### src/rtl/if_prefetch_queue_if.sv
// Fetch-side bundle: instruction memory request/ack bus plus the decode-facing
// head-of-queue and stall/redirect controls.
interface if_prefetch_queue_if;
  logic        imem_req;
  logic [31:0] imem_addr;
  logic        imem_ack;
  logic [31:0] imem_rdata;
  logic        stall;
  logic        redirect;
  logic [31:0] redirect_pc;
  logic [31:0] inst_id;
  logic [31:0] pc_plus_four_id;
  logic        valid_id;

  modport master (
    output imem_req, imem_addr, inst_id, pc_plus_four_id, valid_id,
    input  imem_ack, imem_rdata, stall, redirect, redirect_pc
  );

  modport slave (
    input  imem_req, imem_addr, inst_id, pc_plus_four_id, valid_id,
    output imem_ack, imem_rdata, stall, redirect, redirect_pc
  );
endinterface

### src/rtl/if_prefetch_queue.sv
// Fetch front end: owns fetch PC, issues one-at-a-time imem requests under a
// FIFO credit check, and presents buffered {inst, pc+4} pairs to decode.
module if_prefetch_queue #(
  parameter int          DEPTH    = 4,
  parameter logic [31:0] RESET_PC = 32'h0000_0000,
  parameter logic [31:0] NOP_INST = 32'h0000_0015
) (
  input  logic               clk,
  input  logic               rst_n,
  if_prefetch_queue_if.master bus
);
  localparam int          AW      = $clog2(DEPTH);
  localparam logic [AW:0] DEPTH_C = (AW+1)'(DEPTH);

  typedef enum logic [1:0] {IDLE, REQ, DROP} state_t;
  typedef struct packed {
    logic [31:0] inst;
    logic [31:0] pc4;
  } entry_t;

  state_t        state, state_nx;
  entry_t        fifo [DEPTH];
  logic [AW-1:0] rd_ptr, wr_ptr;
  logic [AW:0]   count, count_nx;
  logic [31:0]   fetch_pc, drop_addr, pc4;
  logic          valid, push, pop, credit;

  assign pc4   = fetch_pc + 32'd4;
  assign valid = (count != '0);
  // Redirect wins over everything: no push of the in-flight word, no pop.
  assign push  = (state == REQ) && bus.imem_ack && !bus.redirect;
  assign pop   = valid && !bus.stall && !bus.redirect;

  always_comb begin
    count_nx = count + (AW+1)'(push) - (AW+1)'(pop);
    if (bus.redirect) count_nx = '0;
  end

  // Room for one more word after this edge's push/pop settles.
  assign credit = (count_nx < DEPTH_C);

  // State register
  always_ff @(negedge clk or negedge rst_n) begin
    if (!rst_n) state <= IDLE;
    else        state <= state_nx;
  end

  // Next-state logic
  always_comb begin
    state_nx = state;
    case (state)
      IDLE: if (credit) state_nx = REQ;
      REQ: begin
        if (bus.imem_ack)        state_nx = credit ? REQ : IDLE;
        else if (bus.redirect)   state_nx = DROP;
      end
      DROP: if (bus.imem_ack) state_nx = REQ;
      default: state_nx = IDLE;
    endcase
  end

  // Outputs: DROP keeps presenting the abandoned address until its ack.
  always_comb begin
    bus.imem_req  = (state != IDLE);
    bus.imem_addr = (state == DROP) ? drop_addr : fetch_pc;
  end

  always_ff @(negedge clk or negedge rst_n) begin
    if (!rst_n) begin
      count     <= '0;
      rd_ptr    <= '0;
      wr_ptr    <= '0;
      fetch_pc  <= RESET_PC;
      drop_addr <= RESET_PC;
    end else begin
      count <= count_nx;
      if (bus.redirect) begin
        rd_ptr   <= '0;
        wr_ptr   <= '0;
        fetch_pc <= bus.redirect_pc & ~32'h3;
      end else begin
        if (push) begin
          wr_ptr   <= wr_ptr + 1'b1;
          fetch_pc <= pc4;
        end
        if (pop) rd_ptr <= rd_ptr + 1'b1;
      end
      if ((state == REQ) && !bus.imem_ack && bus.redirect) drop_addr <= fetch_pc;
    end
  end

  always_ff @(negedge clk) begin
    if (push) fifo[wr_ptr] <= '{inst: bus.imem_rdata, pc4: pc4};
  end

  assign bus.valid_id        = valid;
  assign bus.inst_id         = valid ? fifo[rd_ptr].inst : NOP_INST;
  assign bus.pc_plus_four_id = valid ? fifo[rd_ptr].pc4  : 32'h0;
endmodule

### src/flat_wrapper.sv
// flat-port wrapper written by rule: the top's interface ports become plain ports
module if_prefetch_queue_flat 
#(
  parameter int          DEPTH    = 4,
  parameter logic [31:0] RESET_PC = 32'h0000_0000,
  parameter logic [31:0] NOP_INST = 32'h0000_0015
)
  (clk, rst_n, bus_imem_req, bus_imem_addr, bus_inst_id, bus_pc_plus_four_id, bus_valid_id, bus_imem_ack, bus_imem_rdata, bus_stall, bus_redirect, bus_redirect_pc);
  if_prefetch_queue_if bus_i ();
  input  logic clk;
  input  logic rst_n;
  output wire logic [$bits(bus_i.imem_req)-1:0] bus_imem_req;
  output wire logic [$bits(bus_i.imem_addr)-1:0] bus_imem_addr;
  output wire logic [$bits(bus_i.inst_id)-1:0] bus_inst_id;
  output wire logic [$bits(bus_i.pc_plus_four_id)-1:0] bus_pc_plus_four_id;
  output wire logic [$bits(bus_i.valid_id)-1:0] bus_valid_id;
  input wire logic [$bits(bus_i.imem_ack)-1:0] bus_imem_ack;
  input wire logic [$bits(bus_i.imem_rdata)-1:0] bus_imem_rdata;
  input wire logic [$bits(bus_i.stall)-1:0] bus_stall;
  input wire logic [$bits(bus_i.redirect)-1:0] bus_redirect;
  input wire logic [$bits(bus_i.redirect_pc)-1:0] bus_redirect_pc;
  assign bus_imem_req = bus_i.imem_req;
  assign bus_imem_addr = bus_i.imem_addr;
  assign bus_inst_id = bus_i.inst_id;
  assign bus_pc_plus_four_id = bus_i.pc_plus_four_id;
  assign bus_valid_id = bus_i.valid_id;
  assign bus_i.imem_ack = bus_imem_ack;
  assign bus_i.imem_rdata = bus_imem_rdata;
  assign bus_i.stall = bus_stall;
  assign bus_i.redirect = bus_redirect;
  assign bus_i.redirect_pc = bus_redirect_pc;
  if_prefetch_queue #(.DEPTH(DEPTH), .RESET_PC(RESET_PC), .NOP_INST(NOP_INST)) u_core (.clk(clk), .rst_n(rst_n), .bus(bus_i));
endmodule
### config.mk
export PLATFORM = sky130hd
export DESIGN_NAME = if_prefetch_queue_flat
export DESIGN_NICKNAME = d
export VERILOG_FILES = /design/src/rtl/if_prefetch_queue_if.sv /design/src/rtl/if_prefetch_queue.sv /design/src/flat_wrapper.sv
export SDC_FILE = /design/constraint.sdc
export NUM_CORES = 1
export LEC_CHECK = 0
export BUFFER_PORTS_ARGS = -buffer_cell sky130_fd_sc_hd__buf_4
export CAP_MARGIN = 20
export CORE_MARGIN = 5
export CORE_UTILIZATION = 58
export DETAILED_ROUTE_END_ITERATION = 8
export PLACE_DENSITY = 0.8
export SLEW_MARGIN = 20
export SYNTH_ARGS = -nofsm -noshare
export SYNTH_HDL_FRONTEND = slang
export SYNTH_SLANG_ARGS = --single-unit
export TNS_END_PERCENT = 1
### constraint.sdc
create_clock -name clk -period 4.6 [get_ports clk]
set_clock_uncertainty 0.1 [all_clocks]
set_input_delay 0.23 -clock clk [delete_from_list [all_inputs] [get_ports clk]]
set_output_delay 0.23 -clock clk [all_outputs]
set_load 0.02 [all_outputs]
==> results.ini, run 1 <==
[run_status]
status = finished with violations
violations = negative setup slack

[logic_synthesis]
syn_inst = 851
yosys-top-cells-area = edfxtp_1 54%, dfrtn_1 13%, mux4_2 10%, mux2_2 4.6%, nor2b_1 2.8%
yosysSeqAreaShare_pct = 66.9
ys.flop_type = edfxtp_1
synth_warnings = 0
synth_top_area_cell = edfxtp_1
yosys_register_bits = 317
yosysTopAreaCellShare_pct = 54.3
synth-edff-count = 248
ys_async_sr_fraction_pct = 21.8
netlist_area_um2 = 13700
ys_types = 52
synth_area_per_cell_um2 = 16.1

[worst_setup_path]
cp_slowest_cell = mux4_2
worstPathArrival_ns = 4.56
critPathLaunchType = flop
cp.required_ns = 4.27
critPathMaxStageDelay_ns = 0.51
cp-end-kind = output pin
cp_max_fo = 7
criticalPathCategory = flop to output pin
cp_cell_sequence = buf_12 > buf_12 > buf_4 > mux4_2 > nor2b_1 > buf_4

[place]
place.gp.congestion = 0.809
post-place-ws_ns = 0.149
hpwl_um = 18400
io_buffer_count = 160

[die]
die_w_um = 164
coreArea_um2 = 23400
start_util_pct = 58.6
dieArea_um2 = 26800
fp-row-count = 56
die_y_um = 164
io_pins = 167

[drt]
postRouteAntennaNets = 0
via_per_inst = 5.45
wl_um = 30800
first_pass_iters = 5
avgRoutedWirePerCell_um = 19.1
vias = 8806
drt_iter0_markers = 612
drc = 0

[clocking]
cts_tree = built
h-tree-depth = 2
cts_buffer_depth = 3
clk_latency_ns = 0.52
cts_root_buf = clkbuf_16
clkTransAtPathRegs_ns = 0.05
cts.sinks = 317
cts-buffers-inserted = 34

[timing]
slew_headroom_pct = 39.8
whs_ns = 0.347
finalHoldViolations = 0
finalWorstSetupSlack_ns = -0.291
worst_pin_slew_ns = 0.903
setup_viol = 62
setup_tns_ns = -14.24
rsz0062_at_grt = true
drv_slew = 0

[global_route]
gr-usage-all-layers_pct = 23.0
grt_pass1_wl_um = 48100
grt_max_degree = 70
grt-ovfl-total = 0
first_global_vias = 9527
antenna_found_initial = 0

[cells_and_area]
fill_cells = 1388
n_antenna_cell = 0
drive_gt1_share_pct = 31.5
nNetsFinal = 1349
syn2layout_area_growth_pct = 30.8
fin_util_pct = 76.6

[pwr]
powerDensity_nw_per_um2 = 578
leakagePower_uw = 0.00740
ir_drop_v = 0.000441

[run]
max-cap-violations = 0

[hold_path]
hold_path_class = flop to flop

## metrics by stage
step	power (uW)	instances	area [um2]
after floorplan	5570	854	13700
after global placement	6540	1298	15400
after detailed placement	6600	1298	15400
after CTS	10300	1611	17700
after global routing	11000	1616	17900
final	10400	1616	17900
## critical path: cells and delay by family (launching register included)
family,cells,cell delay [ns]
mux,1,0.51
flops,1,0.47
simple gates,1,0.15
buf+inv,4,0.61
## registers in the layout, summed over array words and instances, names as in the netlist
name              count
u_core.rd_ptr         2
u_core.state          2
u_core.fetch_pc      30
u_core.count          3
u_core.fifo         248
u_core.wr_ptr         2
u_core.drop_addr     30
## logic make-up (layout without fill, tap and decap cells)
| group | after synthesis | count (layout) | share of synthesized area (%) |
|---|---|---|---|
| AO/OA/AOI/OAI | 56 | 56 | 2.55 |
| other | 1 | 4 | 0.0274 |
| multiplexers | 119 | 119 | 14.9 |
| buffers and inverters | 84 | 527 | 2.93 |
| XOR/XNOR | 43 | 43 | 2.75 |
| adder cells (fa/ha/maj) | 8 | 8 | 0.785 |
| flip-flops | 317 | 317 | 66.9 |
| AND/OR/NAND/NOR | 223 | 223 | 9.18 |
## cells in the final DEF, fill, tap and decap left out, types with 3 or more instances in the layout
cell        count
clkinv_4        3
nor2b_4         8
nor4_1         11
nor2b_1        52
bufinv_16       7
clkbuf_16      39
a31oi_1        14
edfxtp_1      248
and3_2          4
ha_1            7
nor3_1          9
a21oi_1         3
xor2_1         19
clkinvlp_2      3
and3_1          3
or4_1          11
nor2_1         28
nand4_1        13
or2_2           4
buf_6          14
o21ai_0        22
o31ai_1         9
inv_1         260
buf_4         169
buf_12         17
nand3_1        18
nand2_1        37
conb_1          4
mux4_2         62
dfrtn_1        69
inv_6           4
mux2_2         55
or3_1           5
xnor2_1        24
buf_8           3
and4_1          4
## synth_stat cells, drive strengths merged, types with 2 or more instances
| cell type | number |
|---|---|
| nand2 | 37 |
| xnor2 | 24 |
| mux4 | 62 |
| or2 | 4 |
| o31ai | 9 |
| nand4b | 2 |
| inv | 12 |
| nor2 | 28 |
| o31a | 2 |
| nand4 | 13 |
| mux2 | 56 |
| and4 | 5 |
| or4 | 13 |
| nor4 | 11 |
| o21ai | 22 |
| a31oi | 14 |
| nor2b | 62 |
| a21oi | 3 |
| and3 | 7 |
| ha | 7 |
| nand3 | 20 |
| nor3 | 10 |
| edfxtp | 248 |
| or3 | 5 |
| nor3b | 2 |
| xor2 | 19 |
| clkbuf | 42 |
| dfrtn | 69 |
| buf | 29 |
## layer usage
layer	track usage (%)	up-vias	wire (um)
met4	8.92	0	625
met3	7.23	45	2090
li1	-	4089	-
met5	0	-	0
met1	29.8	4348	12600
met2	36.9	324	15500
## repair_timing
item / 4_1_cts / 5_1_grt
endpoints found under the hold margin: 0 / 0
setup buffers: 4 / 3
hold buffers: 0 / 0
pin swaps: 0 / 0
cloned: 1 / 2
gates resized for setup: 6 / 36
setup endpoints to repair: 80 / 88
## power breakdown
group          total (uW)  switching (uW)  leakage [uW]  internal, uW
Clock                3880            1690       0.00194          2190
Combinational        2850            1470       0.00239          1380
Sequential           3640             177       0.00306          3470
Total               10400            3340       0.00740          7030
## worst paths after layout
check / slack [ns] / start / depth (start not counted) / end
worst max-delay path: -0.29 / u_core.rd_ptr[0]$_DFFE_NN0P_ / 6 / bus_inst_id[21]
worst min-delay path: 0.35 / u_core.drop_addr[5]$_DFFE_NN0P_ / 1 / u_core.drop_addr[5]$_DFFE_NN0P_
worst max register to register: 1.54 / u_core.fetch_pc[2]$_DFFE_NN0N_ / 5 / u_core.fifo[2][30]$_DFFE_NP_
worst min register to register: 0.35 / u_core.drop_addr[5]$_DFFE_NN0P_ / 1 / u_core.drop_addr[5]$_DFFE_NN0P_
max in group asynchronous: 1.86 / rst_n / 1 / u_core.fetch_pc[4]$_DFFE_NN0N_
min in group asynchronous: 1.92 / rst_n / 1 / u_core.drop_addr[26]$_DFFE_NN0P_
## final cells by class
class                      instances  area, um2  area share (%)
inverter                          12       45.0           0.251
timing repair buffer             206       1890            10.5
sequential                       317       9170            51.2
multi-input combinational        453       4230            23.6
clock buffer                      39        953            5.32
clock inverter                   270       1240            6.94
tap                              319        399            2.23
(Power assumes the default switching activity.)
==> run 2, diff against run 1 <==
--- a/config.mk
+++ b/config.mk
@@ -7,6 +7,7 @@
 export LEC_CHECK = 0
 export BUFFER_PORTS_ARGS = -buffer_cell sky130_fd_sc_hd__buf_4
 export CAP_MARGIN = 20
+export CORE_ASPECT_RATIO = 1.4
 export CORE_MARGIN = 5
 export CORE_UTILIZATION = 58
 export DETAILED_ROUTE_END_ITERATION = 8
==> results.ini, run 2 (synthesis results as in run 1) <==
[drt]
drt_iter0_markers = 572
vias = 8813
drc = 0
postRouteAntennaNets = 0
avgRoutedWirePerCell_um = 19.2
via_per_inst = 5.56
wl_um = 30500
first_pass_iters = 4

[place]
placed_cell_area_um2 = 15300
place.gp.congestion = 0.833
io_buffer_count = 160
dp_cells = 1273
hpwl_um = 17700
post-place-ws_ns = 0.157

[timing]
setup_viol = 87
worst_pin_slew_ns = 0.765
slew_headroom_pct = 48.5
drv_slew = 0
finalWorstSetupSlack_ns = -0.236
rsz0062_at_grt = true
finalHoldViolations = 0

[die]
die_w_um = 140
start_util_pct = 58.9
dieArea_um2 = 26900
fp-row-count = 66
die_y_um = 192
io_pins = 167
coreArea_um2 = 23300

[worst_setup_path]
worstPathArrival_ns = 4.51
cp.required_ns = 4.27
critPathLaunchType = flop
criticalPathCategory = flop to output pin
cp_max_fo = 11
cp-end-kind = output pin

[run]
max-cap-violations = 0

[clocking]
cts_tree = built
h-tree-depth = 1
cts.sinks = 317
cts_hold_buf = 0
cts_root_buf = clkbuf_16
clkTransAtPathRegs_ns = 0.05
clk_latency_ns = 0.54
cts-buffers-inserted = 30
cts_buffer_depth = 3

[run_status]
violations = negative setup slack
status = finished with violations

[global_route]
gr-usage-all-layers_pct = 22.9
first_global_vias = 9686
grt_pass1_wl_um = 48500
antenna_found_initial = 1
grt-ovfl-total = 0
grt_max_degree = 68

[cells_and_area]
top_regs = u_core.fifo (248), u_core.drop_addr (30), u_core.fetch_pc (30)
regMostFlops = u_core.fifo
nNetsFinal = 1332
syn2layout_area_growth_pct = 27.0
largest_reg_flops = 248
layout_commonest_cell = inv_1
design_area_um2 = 17400
drive_gt1_share_pct = 29.3
finalNonFillerCells = 1586
mostFrequentLayoutCells = 265 x inv_1, 248 x edfxtp_1, 171 x buf_4

[pwr]
leakagePower_uw = 0.00717
powerDensity_nw_per_um2 = 558
ir_drop_v = 0.000357

[hold_path]
hold_path_class = flop to flop

## run 2: metal layers
layer	share of wire [%]	global-route usage (%)
met5	0	0
met4	2.3	9.58
met3	6.4	5.26
met2	53	39.1
met1	38	28.3
## run 2: worst max-delay path: stages (launching register included)
cell     delay [ns]
dfrtn_1        0.43
buf_12         0.15
buf_16         0.15
mux4_2         0.50
or2_2          0.29
buf_6          0.13
## run 2: area by class of cell
| cell class | instances | area (um2) |
|---|---|---|
| Antenna cell | 1 | 2.50 |
| Clock buffer | 32 | 801 |
| Clock inverter | 272 | 1140 |
| Fill cell | 1478 | 5870 |
| Inverter | 12 | 45.0 |
| Multi-Input combinational cell | 453 | 4180 |
| Sequential cell | 317 | 9170 |
| Tap cell | 306 | 383 |
| Timing Repair Buffer | 193 | 1690 |
## run 2: final timing paths
check                      cells after the start  slack (ns)                             start                          endpoint
max                                            5       -0.24      u_core.rd_ptr[0]$_DFFE_NN0P_                    bus_inst_id[2]
min                                            1        0.35  u_core.drop_addr[18]$_DFFE_NN0P_  u_core.drop_addr[18]$_DFFE_NN0P_
max reg2reg                                    5        1.52    u_core.fetch_pc[2]$_DFFE_NN0N_      u_core.fifo[0][30]$_DFFE_NP_
min reg2reg                                    1        0.35  u_core.drop_addr[18]$_DFFE_NN0P_  u_core.drop_addr[18]$_DFFE_NN0P_
max in group asynchronous                      2        1.95                             rst_n    u_core.fetch_pc[7]$_DFFE_NN0N_
min in group asynchronous                      1        1.76                             rst_n   u_core.fetch_pc[24]$_DFFE_NN0N_
## run 2: power by group
group	internal, uW	total [uW]	switching (uW)	leakage (uW)
Combinational	1280	2670	1390	0.00227
Clock	1730	3400	1670	0.00184
Sequential	3470	3650	182	0.00306
Total	6470	9720	3250	0.00717
## run 2: stage by stage
stage	setup TNS (ns)	hold WS, ns	utilization [%]	power, uW
2_1_floorplan	-34.78	0.335	-	5570
3_3_place_gp	0	0.344	65.7	6510
3_5_place_dp	0	0.352	65.7	6570
4_1_cts	-15.02	0.353	75.0	9870
5_1_grt	-18.85	0.361	74.8	10400
6_report	-11.60	0.348	74.8	9720
## run 2: what timing repair did
item,4_1_cts,5_1_grt
gates resized for setup,14,1
gates cloned,2,0
buffers inserted,9,0
setup endpoints to repair,88,90
pin swaps,0,0
